--- config.mk ---
export PLATFORM = sky130hd
export DESIGN_NAME = hvac_zone_arbiter
export DESIGN_NICKNAME = d
export VERILOG_FILES = /design/src/rtl/hvac_zone_arbiter_pkg.sv /design/src/rtl/hvac_zone_arbiter_rr_picker.sv /design/src/rtl/hvac_zone_arbiter.sv
export SDC_FILE = /design/constraint.sdc
export NUM_CORES = 1
export LEC_CHECK = 0
export ABC_AREA = 1
export ABC_CLOCK_PERIOD_IN_PS = 5550
export CAP_MARGIN = 0
export CORE_ASPECT_RATIO = 0.8
export CORE_MARGIN = 2
export CORE_UTILIZATION = 41
export DETAILED_ROUTE_END_ITERATION = 7
export HOLD_SLACK_MARGIN = 0.12
export RECOVER_POWER = 25
export SLEW_MARGIN = 20
export SYNTH_ARGS = -nofsm -noshare
export SYNTH_HDL_FRONTEND = slang
export SYNTH_SLANG_ARGS = --single-unit
--- constraint.sdc ---
create_clock -name clk -period 5.55 [get_ports clk]
set_input_delay 1.11 -clock clk [delete_from_list [all_inputs] [get_ports clk]]
set_output_delay 1.11 -clock clk [all_outputs]
set_load 0.02 [all_outputs]
--- src/rtl/hvac_zone_arbiter_pkg.sv ---
// Shared types and default timing constants for the HVAC zone arbiter.
package hvac_pkg;

  typedef enum logic [1:0] {
    IDLE  = 2'd0,
    SERVE = 2'd1,
    GAP   = 2'd2
  } state_t;

  typedef enum logic {
    HEAT = 1'b0,
    COOL = 1'b1
  } mode_t;

  localparam int DEF_MIN_DWELL  = 8;
  localparam int DEF_SWITCH_GAP = 2;

  function automatic int max2(input int a, input int b);
    return (a > b) ? a : b;
  endfunction

endpackage

--- src/rtl/hvac_zone_arbiter_rr_picker.sv ---
// Combinational round-robin picker: first set request bit at or after ptr, wrapping.
module rr_picker #(
  parameter int N  = 4,
  parameter int IW = 2
) (
  input  logic [N-1:0]  req,
  input  logic [IW-1:0] ptr,
  output logic [N-1:0]  grant,
  output logic [IW-1:0] idx
);

  always_comb begin
    logic          found;
    int            j;
    logic [IW-1:0] jv;
    grant = '0;
    idx   = '0;
    found = 1'b0;
    j     = 0;
    jv    = '0;
    for (int i = 0; i < N; i++) begin
      j = int'(ptr) + i;
      if (j >= N) j = j - N;
      jv = IW'(j);
      if (!found && req[jv]) begin
        found     = 1'b1;
        grant[jv] = 1'b1;
        idx       = jv;
      end
    end
  end

endmodule

--- src/rtl/hvac_zone_arbiter.sv ---
// Shares one heating/cooling plant among zones: round-robin grants with a minimum
// dwell per grant and an all-off gap between grants so the plant never short-cycles.
module hvac_zone_arbiter
  import hvac_pkg::*;
#(
  parameter int N_ZONES    = 4,
  parameter int MIN_DWELL  = DEF_MIN_DWELL,
  parameter int SWITCH_GAP = DEF_SWITCH_GAP
) (
  input  logic               clk,
  input  logic               rst_n,
  input  logic [N_ZONES-1:0] heat_req,
  input  logic [N_ZONES-1:0] cool_req,
  output logic [N_ZONES-1:0] zone_grant,
  output logic               plant_heating,
  output logic               plant_cooling
);

  localparam int IW      = (N_ZONES > 1) ? $clog2(N_ZONES) : 1;
  localparam int CNT_MAX = max2(MIN_DWELL, SWITCH_GAP);
  localparam int CW      = $clog2(CNT_MAX + 1);

  typedef logic [CW-1:0] cnt_t;
  localparam cnt_t CNT_SAT = cnt_t'(CNT_MAX);
  localparam cnt_t DWELL_C = cnt_t'(MIN_DWELL);
  localparam cnt_t GAP_C   = cnt_t'(SWITCH_GAP);

  state_t             state, state_nxt;
  mode_t              mode, mode_nxt;
  logic [IW-1:0]      idx, idx_nxt;
  logic [IW-1:0]      ptr, ptr_nxt;
  cnt_t               cnt, cnt_nxt;
  logic [N_ZONES-1:0] grant_nxt;
  logic               heat_nxt, cool_nxt;

  logic [N_ZONES-1:0] any_req;
  logic [N_ZONES-1:0] pick_grant;
  logic [IW-1:0]      pick_idx;
  logic               keep, other_req, launch;

  assign any_req = heat_req | cool_req;

  rr_picker #(.N(N_ZONES), .IW(IW)) u_picker (
    .req   (any_req),
    .ptr   (ptr),
    .grant (pick_grant),
    .idx   (pick_idx)
  );

  assign other_req = |(any_req & ~zone_grant);
  assign keep      = ((mode == HEAT) ? heat_req[idx] : cool_req[idx]) && !other_req;

  always_comb begin
    state_nxt = state;
    mode_nxt  = mode;
    idx_nxt   = idx;
    ptr_nxt   = ptr;
    cnt_nxt   = cnt;
    grant_nxt = '0;
    heat_nxt  = 1'b0;
    cool_nxt  = 1'b0;
    launch    = 1'b0;
    case (state)
      IDLE: launch = |any_req;
      SERVE: begin
        grant_nxt = zone_grant;
        heat_nxt  = (mode == HEAT);
        cool_nxt  = (mode == COOL);
        if (cnt < DWELL_C) begin
          cnt_nxt = (cnt == CNT_SAT) ? cnt : cnt + 1'b1;
        end else if (!keep) begin
          state_nxt = GAP;
          cnt_nxt   = cnt_t'(1);
          grant_nxt = '0;
          heat_nxt  = 1'b0;
          cool_nxt  = 1'b0;
          ptr_nxt   = (idx == IW'(N_ZONES - 1)) ? '0 : idx + 1'b1;
        end
      end
      GAP: begin
        if (cnt < GAP_C) begin
          cnt_nxt = (cnt == CNT_SAT) ? cnt : cnt + 1'b1;
        end else begin
          // The closing gap edge acts as the IDLE sampling edge, so the all-off
          // window between back-to-back grants is exactly SWITCH_GAP cycles.
          state_nxt = IDLE;
          cnt_nxt   = '0;
          launch    = |any_req;
        end
      end
      default: begin
        state_nxt = IDLE;
        cnt_nxt   = '0;
      end
    endcase
    if (launch) begin
      state_nxt = SERVE;
      idx_nxt   = pick_idx;
      mode_nxt  = heat_req[pick_idx] ? HEAT : COOL;
      cnt_nxt   = cnt_t'(1);
      grant_nxt = pick_grant;
      heat_nxt  = heat_req[pick_idx];
      cool_nxt  = !heat_req[pick_idx];
    end
  end

  always_ff @(posedge clk or negedge rst_n) begin
    if (!rst_n) begin
      state         <= IDLE;
      mode          <= HEAT;
      idx           <= '0;
      ptr           <= '0;
      cnt           <= '0;
      zone_grant    <= '0;
      plant_heating <= 1'b0;
      plant_cooling <= 1'b0;
    end else begin
      state         <= state_nxt;
      mode          <= mode_nxt;
      idx           <= idx_nxt;
      ptr           <= ptr_nxt;
      cnt           <= cnt_nxt;
      zone_grant    <= grant_nxt;
      plant_heating <= heat_nxt;
      plant_cooling <= cool_nxt;
    end
  end

endmodule

==> results.yml, run 1 <==
outcome:
  status: "complete, no violations"
grt:
  globalRouteTotalUtil: 0.193
  antenna_found_initial: 0
  grt_pass1_wl_mm: 6.42
  grt_pass1_vias: 1366
  grt_max_degree: 18
  overflow: 0
floorplanning:
  fp.dieH_um: 59.0
  pin_count: 16
  initial_core_util: 0.440
  die_w_um: 72.7
  rows: 19
  fp.coreArea_sq_mm: 0.00352
  dieArea_sq_mm: 0.00429
clock_tree:
  cts_root_buf: "clkbuf_8"
  clk-insertion-delay-late_ps: 250
  clk_pin_slew_ps: 60
  cts_buffers: 3
  cts_setup_buffers: 0
  cts-resized-gates: 0
  cts_tree: "yes"
  clockBufferDepth: 2
  hold_buffers: 0
  htree_num_levels: 1
  clock_sinks: 17
synthesis:
  yosysWarnings: 0
  synth.top_cell.area_share: 0.275
  syn_area_per_cell_sq_um: 6.85
  yosys.cell_types.count: 27
  synth_edf_count: 0
  synth-seq-area-share: 0.275
  async_flop_share: 1.00
  synth_top_area_cell: "dfrtp_1"
  ys_seq_elements: 17
  syn-num-nets: 250
  syn_area_sq_mm: 0.00155
  ys.flop_type: "dfrtp_1"
  synthTopCellsByArea: "dfrtp_1, nand2_1, ha_1"
  synth_cells: 226
worst_setup_path:
  cp_common_cell: "nand4_1"
  endpoint_kind: "flop"
  critPathRequiredTime_ps: 5680
  cp_top_family: "simple AND/OR/NAND/NOR gates"
  critical_path_class: "in -> reg"
  crit_end: "cnt[0]"
  cp_num_cells: 9
  crit_path_start: "heat_req[2]"
  cp.arrival_ps: 3080
  cp_max_fo: 12
  cp-start-kind: "input port"
  cp_num_buf_inv: 2
  crit_path_top_delay_cell: "clkdlybuf4s50_1"
  cp_slowest_stage_delay_ps: 470
  rrSetupSlack_ps: 3090
  crit_chain: "clkdlybuf4s50_1 > nor2_2 > nand4_1 > nand2_1 > inv_2 > nor2_4 > nand4_1 > nand2_2 > o21ai_0"
  reg2reg_depth: 13
  r2r-start: "ptr[1]"
  reg2reg_to: "plant_cooling"
cells_and_area:
  register_area_sq_um: 425
  layout-drive-gt1-share: 0.123
  multi_input_area_sq_mm: 0.00102
  area_delta_synth_final_pct: 15.4
  final_nets: 268
  fillers: 361
  antennaDiodeCount: 0
detailed_routing:
  dr_total_vias: 1530
  avgViaCountPerCell: 5.37
  drt_iter0_drc: 147
  drc: 0
  wl_mm: 3.68
  dr.pass1.iters: 4
  ant_nets: 0
  wl_per_cell_um: 12.9
timing:
  hold_ws_ps: 528
  skew_ps: 3.09
  setup-violations-final: 0
  tightest_slew_ps: 770
  max_freq_mhz: 339
  rsz0062_at_grt: "no"
  hold_violations: 0
  slew_violations: 0
  min_period_ps: 2950
  period_share: 0.532
  fin_tns_setup_ps: 0
  slew_headroom: 0.485
pwr:
  p_per_area_mw_per_mm2: 343
  p_leak_nw: 0.864
  vdd_drop_max_mv: 0.246
  power_uw: 613
place:
  portBuffers: 15
  gp_congestion: 0.917
  dpl.hpwl_mm: 2.97
hold_path:
  hold_class: "reg -> reg"
job:
  maxCapViolCount: 0
[cell families after synthesis]
family                   after synthesis  synth area share
AO/OA/AOI/OAI                         34             0.124
adder cells (fa/ha/maj)               14             0.113
buffers and inverters                 27            0.0670
flip-flops                            17             0.275
AND/OR/NAND/NOR                      134             0.422
[layout by cell type (no fill, tap or decap), drive strengths merged]
cell type       n
a21boi          1
a21oi           8
a2bb2oi         1
a31oi           2
clkbuf          3
clkdlybuf4s50  14
clkinv          2
dfrtp          17
dlygate4sd3     1
ha             14
inv            24
nand2          76
nand3          31
nand3b          1
nand4           5
nor2           18
nor3            3
o211ai          1
o21ai          18
o22ai           3
[worst min path at each step]
stage | from | endpoint | slack [ps] | cells after the start
6_report | state[0] | state[0] | 530 | 2
3_5_place_dp | state[0] | state[0] | 510 | 2
2_1_floorplan | state[0] | state[0] | 470 | 2
3_3_place_gp | state[0] | state[0] | 500 | 2
4_1_cts | state[0] | state[0] | 530 | 2
5_1_grt | state[0] | state[0] | 570 | 2
[where the power goes]
part | total, mW | leakage [nW] | switching (mW) | internal (mW)
registers | 0.206 | 0.209 | 0.0436 | 0.163
logic | 0.314 | 0.629 | 0.196 | 0.118
clock network | 0.0924 | 0.0255 | 0.0426 | 0.0498
total | 0.613 | 0.864 | 0.282 | 0.331
[area by class of cell]
class	count	area share
multi-input combinational	182	0.570
tap	42	0.0294
inverter	25	0.0525
clock buffer	3	0.0231
timing repair buffer	15	0.0840
sequential	17	0.238
clock inverter	1	0.00280
[Yosys cell counts, types with 3 or more instances]
| library cell | n |
|---|---|
| o21ai_0 | 17 |
| nor2_2 | 6 |
| nand2_1 | 66 |
| nand3_1 | 28 |
| o22ai_1 | 3 |
| inv_1 | 22 |
| ha_1 | 14 |
| nor2_1 | 10 |
| nand2_2 | 9 |
| a21oi_1 | 8 |
| nand4_1 | 5 |
| dfrtp_1 | 17 |
[routing by layer]
metal  vias up  track usage  wire length [um]
li1        783            -                 -
met3         2       0.0391               278
met4         0       0.0344                18
met2        53        0.268              1410
met1       692        0.308              1980
met5         -            0                 0
[registers in the layout, summed over array words and instances (netlist names)]
| signal | cells |
|---|---|
| cnt | 4 |
| mode | 1 |
| zone_grant | 4 |
| plant_heating | 1 |
| idx | 2 |
| ptr | 2 |
| plant_cooling | 1 |
| state | 2 |
[stage by stage]
stage | util | instance area, sq um | std cells | worst slack [ps]
finish | 0.508 | 1790 | 285 | 2600
detailed placement | 0.495 | 1740 | 281 | 2340
global placement | 0.495 | 1740 | 281 | 2300
floorplan | - | 1550 | 226 | 3280
CTS | 0.508 | 1790 | 285 | 2600
global route | 0.508 | 1790 | 285 | 2310
[worst reg2reg max path, cell delays in order (launching register included)]
cell     delay (ps)
dfrtp_1         540
inv_1           260
ha_1            440
inv_1           120
nand3_1         100
nand2_1         130
nor2_4          140
nand3_4         120
nand2_2         120
nand2_2          80
nand2_1          60
nand2_1          50
nand2_1          80
nand3_1          90
Note: power is estimated with default switching activity, not from simulation.
==> run 2, diff against run 1 <==
--- a/config.mk
+++ b/config.mk
@@ -6,7 +6,7 @@
 export NUM_CORES = 1
 export LEC_CHECK = 0
 export ABC_AREA = 1
-export ABC_CLOCK_PERIOD_IN_PS = 5550
+export ABC_CLOCK_PERIOD_IN_PS = 2400
 export CAP_MARGIN = 0
 export CORE_ASPECT_RATIO = 0.8
 export CORE_MARGIN = 2
==> constraint.sdc (replaced) <==
create_clock -name clk -period 2.4 [get_ports clk]
set_input_delay 0.48 -clock clk [delete_from_list [all_inputs] [get_ports clk]]
set_output_delay 0.48 -clock clk [all_outputs]
set_load 0.02 [all_outputs]
==> run 2 against run 1 <==
Against the previous run: combinational power increased by 140%; sequential share of layout area decreased by 1.1 points; power is 140% higher; worst hold slack improved by 3.3 ps; die area is the same; register-to-register slack worse by 2700 ps; non-clock buffer count is 12 higher; utilization grew 2.5 points; routed wire length is essentially flat; sequential power up 130%; final cell count is 4.2% higher; critical path depth increased by 4.
==> results.yml, run 2 (synthesis gave the netlist of run 1 again) <==
grt:
  globalRouteTotalUtil: 0.196
  grt_pass1_wl_mm: 6.57
  antenna_found_initial: 0
  grt_max_degree: 18
  grt_pass1_vias: 1436
  overflow: 0
clock_tree:
  hold_buffers: 0
  cts_buffers: 3
  cts_setup_buffers: 0
  cts_tree: "yes"
  clock_sinks: 17
  clk-insertion-delay-late_ps: 250
  clockBufferDepth: 2
  htree_num_levels: 1
  cts-resized-gates: 0
  clk_pin_slew_ps: 70
  cts_root_buf: "clkbuf_8"
cells_and_area:
  area_delta_synth_final_pct: 21.0
  layout_common_cells: "nand2_1, nand3_1, inv_1, o21ai_0, dfrtp_1"
  antennaDiodeCount: 0
  layout_commonest_cell: "nand2_1"
  reg_top3: "cnt x4, zone_grant x4"
  fillers: 368
  final_nets: 280
  layout-drive-gt1-share: 0.161
worst_setup_path:
  crit_path_top_delay_cell: "clkdlybuf4s50_1"
  crit_chain: "clkdlybuf4s50_1 > nor2_2 > nand2_1 > nand3_1 > nand2_1 > nor2_4 > nand3_4 > nand2_2 > nand2_2 > nand2_1 > nand2_1 > nand2_1 > nand3_1"
  cp.arrival_ps: 2190
  cp_common_cell: "nand2_1"
  cp_num_buf_inv: 1
  critical_path_class: "in -> reg"
  cp_top_family: "simple AND/OR/NAND/NOR gates"
  cp-start-kind: "input port"
  cp_slowest_stage_delay_ps: 450
  endpoint_kind: "flop"
  critPathRequiredTime_ps: 2530
  cp_max_fo: 7
floorplanning:
  fp.coreArea_sq_mm: 0.00352
  dieArea_sq_mm: 0.00429
  pin_count: 16
  initial_core_util: 0.440
  rows: 19
  die_w_um: 72.7
  fp.dieH_um: 59.0
detailed_routing:
  wl_mm: 3.68
  maxUsedRoutingLayer: "met4"
  dr_total_vias: 1546
  dr_wl_met3_um: 241
  dr.pass1.iters: 4
  ant_nets: 0
  avgViaCountPerCell: 5.21
  drc: 0
  wl_met1_mm: 1.96
  wl_per_cell_um: 12.4
  wl_met2_mm: 1.45
  drt_iter0_drc: 159
outcome:
  status: "complete, no violations"
timing:
  worst_slack_ps: 340
  tightest_slew_ps: 914
  fin_tns_setup_ps: 0
  skew_ps: 2.89
  max_freq_mhz: 485
  slew_headroom: 0.390
  hold_violations: 0
  slew_violations: 0
  min_period_ps: 2060
  rsz0062_at_grt: "no"
  setup-violations-final: 0
  period_share: 0.858
pwr:
  vdd_drop_max_mv: 0.542
  p_per_area_mw_per_mm2: 771
  power_mw: 1.45
  p_leak_nw: 0.919
place:
  gp_congestion: 0.882
  portBuffers: 15
  dpl.hpwl_mm: 3.07
  dpl_worst_slack_ps: 87.5
job:
  maxCapViolCount: 0
hold_path:
  hold_class: "reg -> reg"
[run 2: cell types whose count changed in the layout (fill, tap and decap cells not counted), sizes merged]
| cell | change |
|---|---|
| clkbuf | +1 |
| buf | +11 |
[run 2: layer usage]
layer | vias up | track usage
met3 | 4 | 0.0391
met2 | 49 | 0.294
li1 | 805 | -
met4 | 0 | 0.0397
met5 | - | 0
met1 | 688 | 0.295
[run 2: power by group]
part           internal (mW)  leakage [nW]  switching (mW)
clock                  0.115        0.0255          0.0985
sequential             0.377         0.209          0.0937
combinational          0.303         0.684           0.459
total                  0.794         0.919           0.651
[run 2: worst paths after layout]
check	startpoint	to	slack, ps	cells past startpoint
worst max-delay path	cool_req[2]	plant_cooling	340	13
worst min-delay path	state[1]	state[1]	530	2
worst max register to register	ptr[1]	plant_cooling	440	13
worst min register to register	state[1]	state[1]	530	2
max in group asynchronous	rst_n	idx[1]	970	2
min in group asynchronous	rst_n	zone_grant[0]	870	2
[run 2: metrics by stage]
step | utilization | instances | hold WS, ps | cell area, sq um
after floorplan | - | 226 | 184 | 1550
after CTS | 0.534 | 297 | 530 | 1880
final | 0.533 | 297 | 532 | 1870
after global routing | 0.533 | 297 | 560 | 1870
after detailed placement | 0.521 | 293 | 513 | 1830
after global placement | 0.521 | 293 | 514 | 1830
[run 2: cell type report]
cell class | count | area (sq um) | share of cell area
clock buffer | 3 | 41.3 | 0.0220
clock inverter | 1 | 5.00 | 0.00267
inverter | 25 | 93.8 | 0.0501
multi-input combinational | 182 | 1020 | 0.544
sequential | 17 | 425 | 0.227
tap | 42 | 52.6 | 0.0280
timing repair buffer | 27 | 236 | 0.126
[run 2: tightest hold or removal path, delay by kind of cell, from the launching register on]
kind	cells	cell delay (ps)
flip-flops	1	380
AND/OR/NAND/NOR	1	60
AO/OA/AOI/OAI	1	60
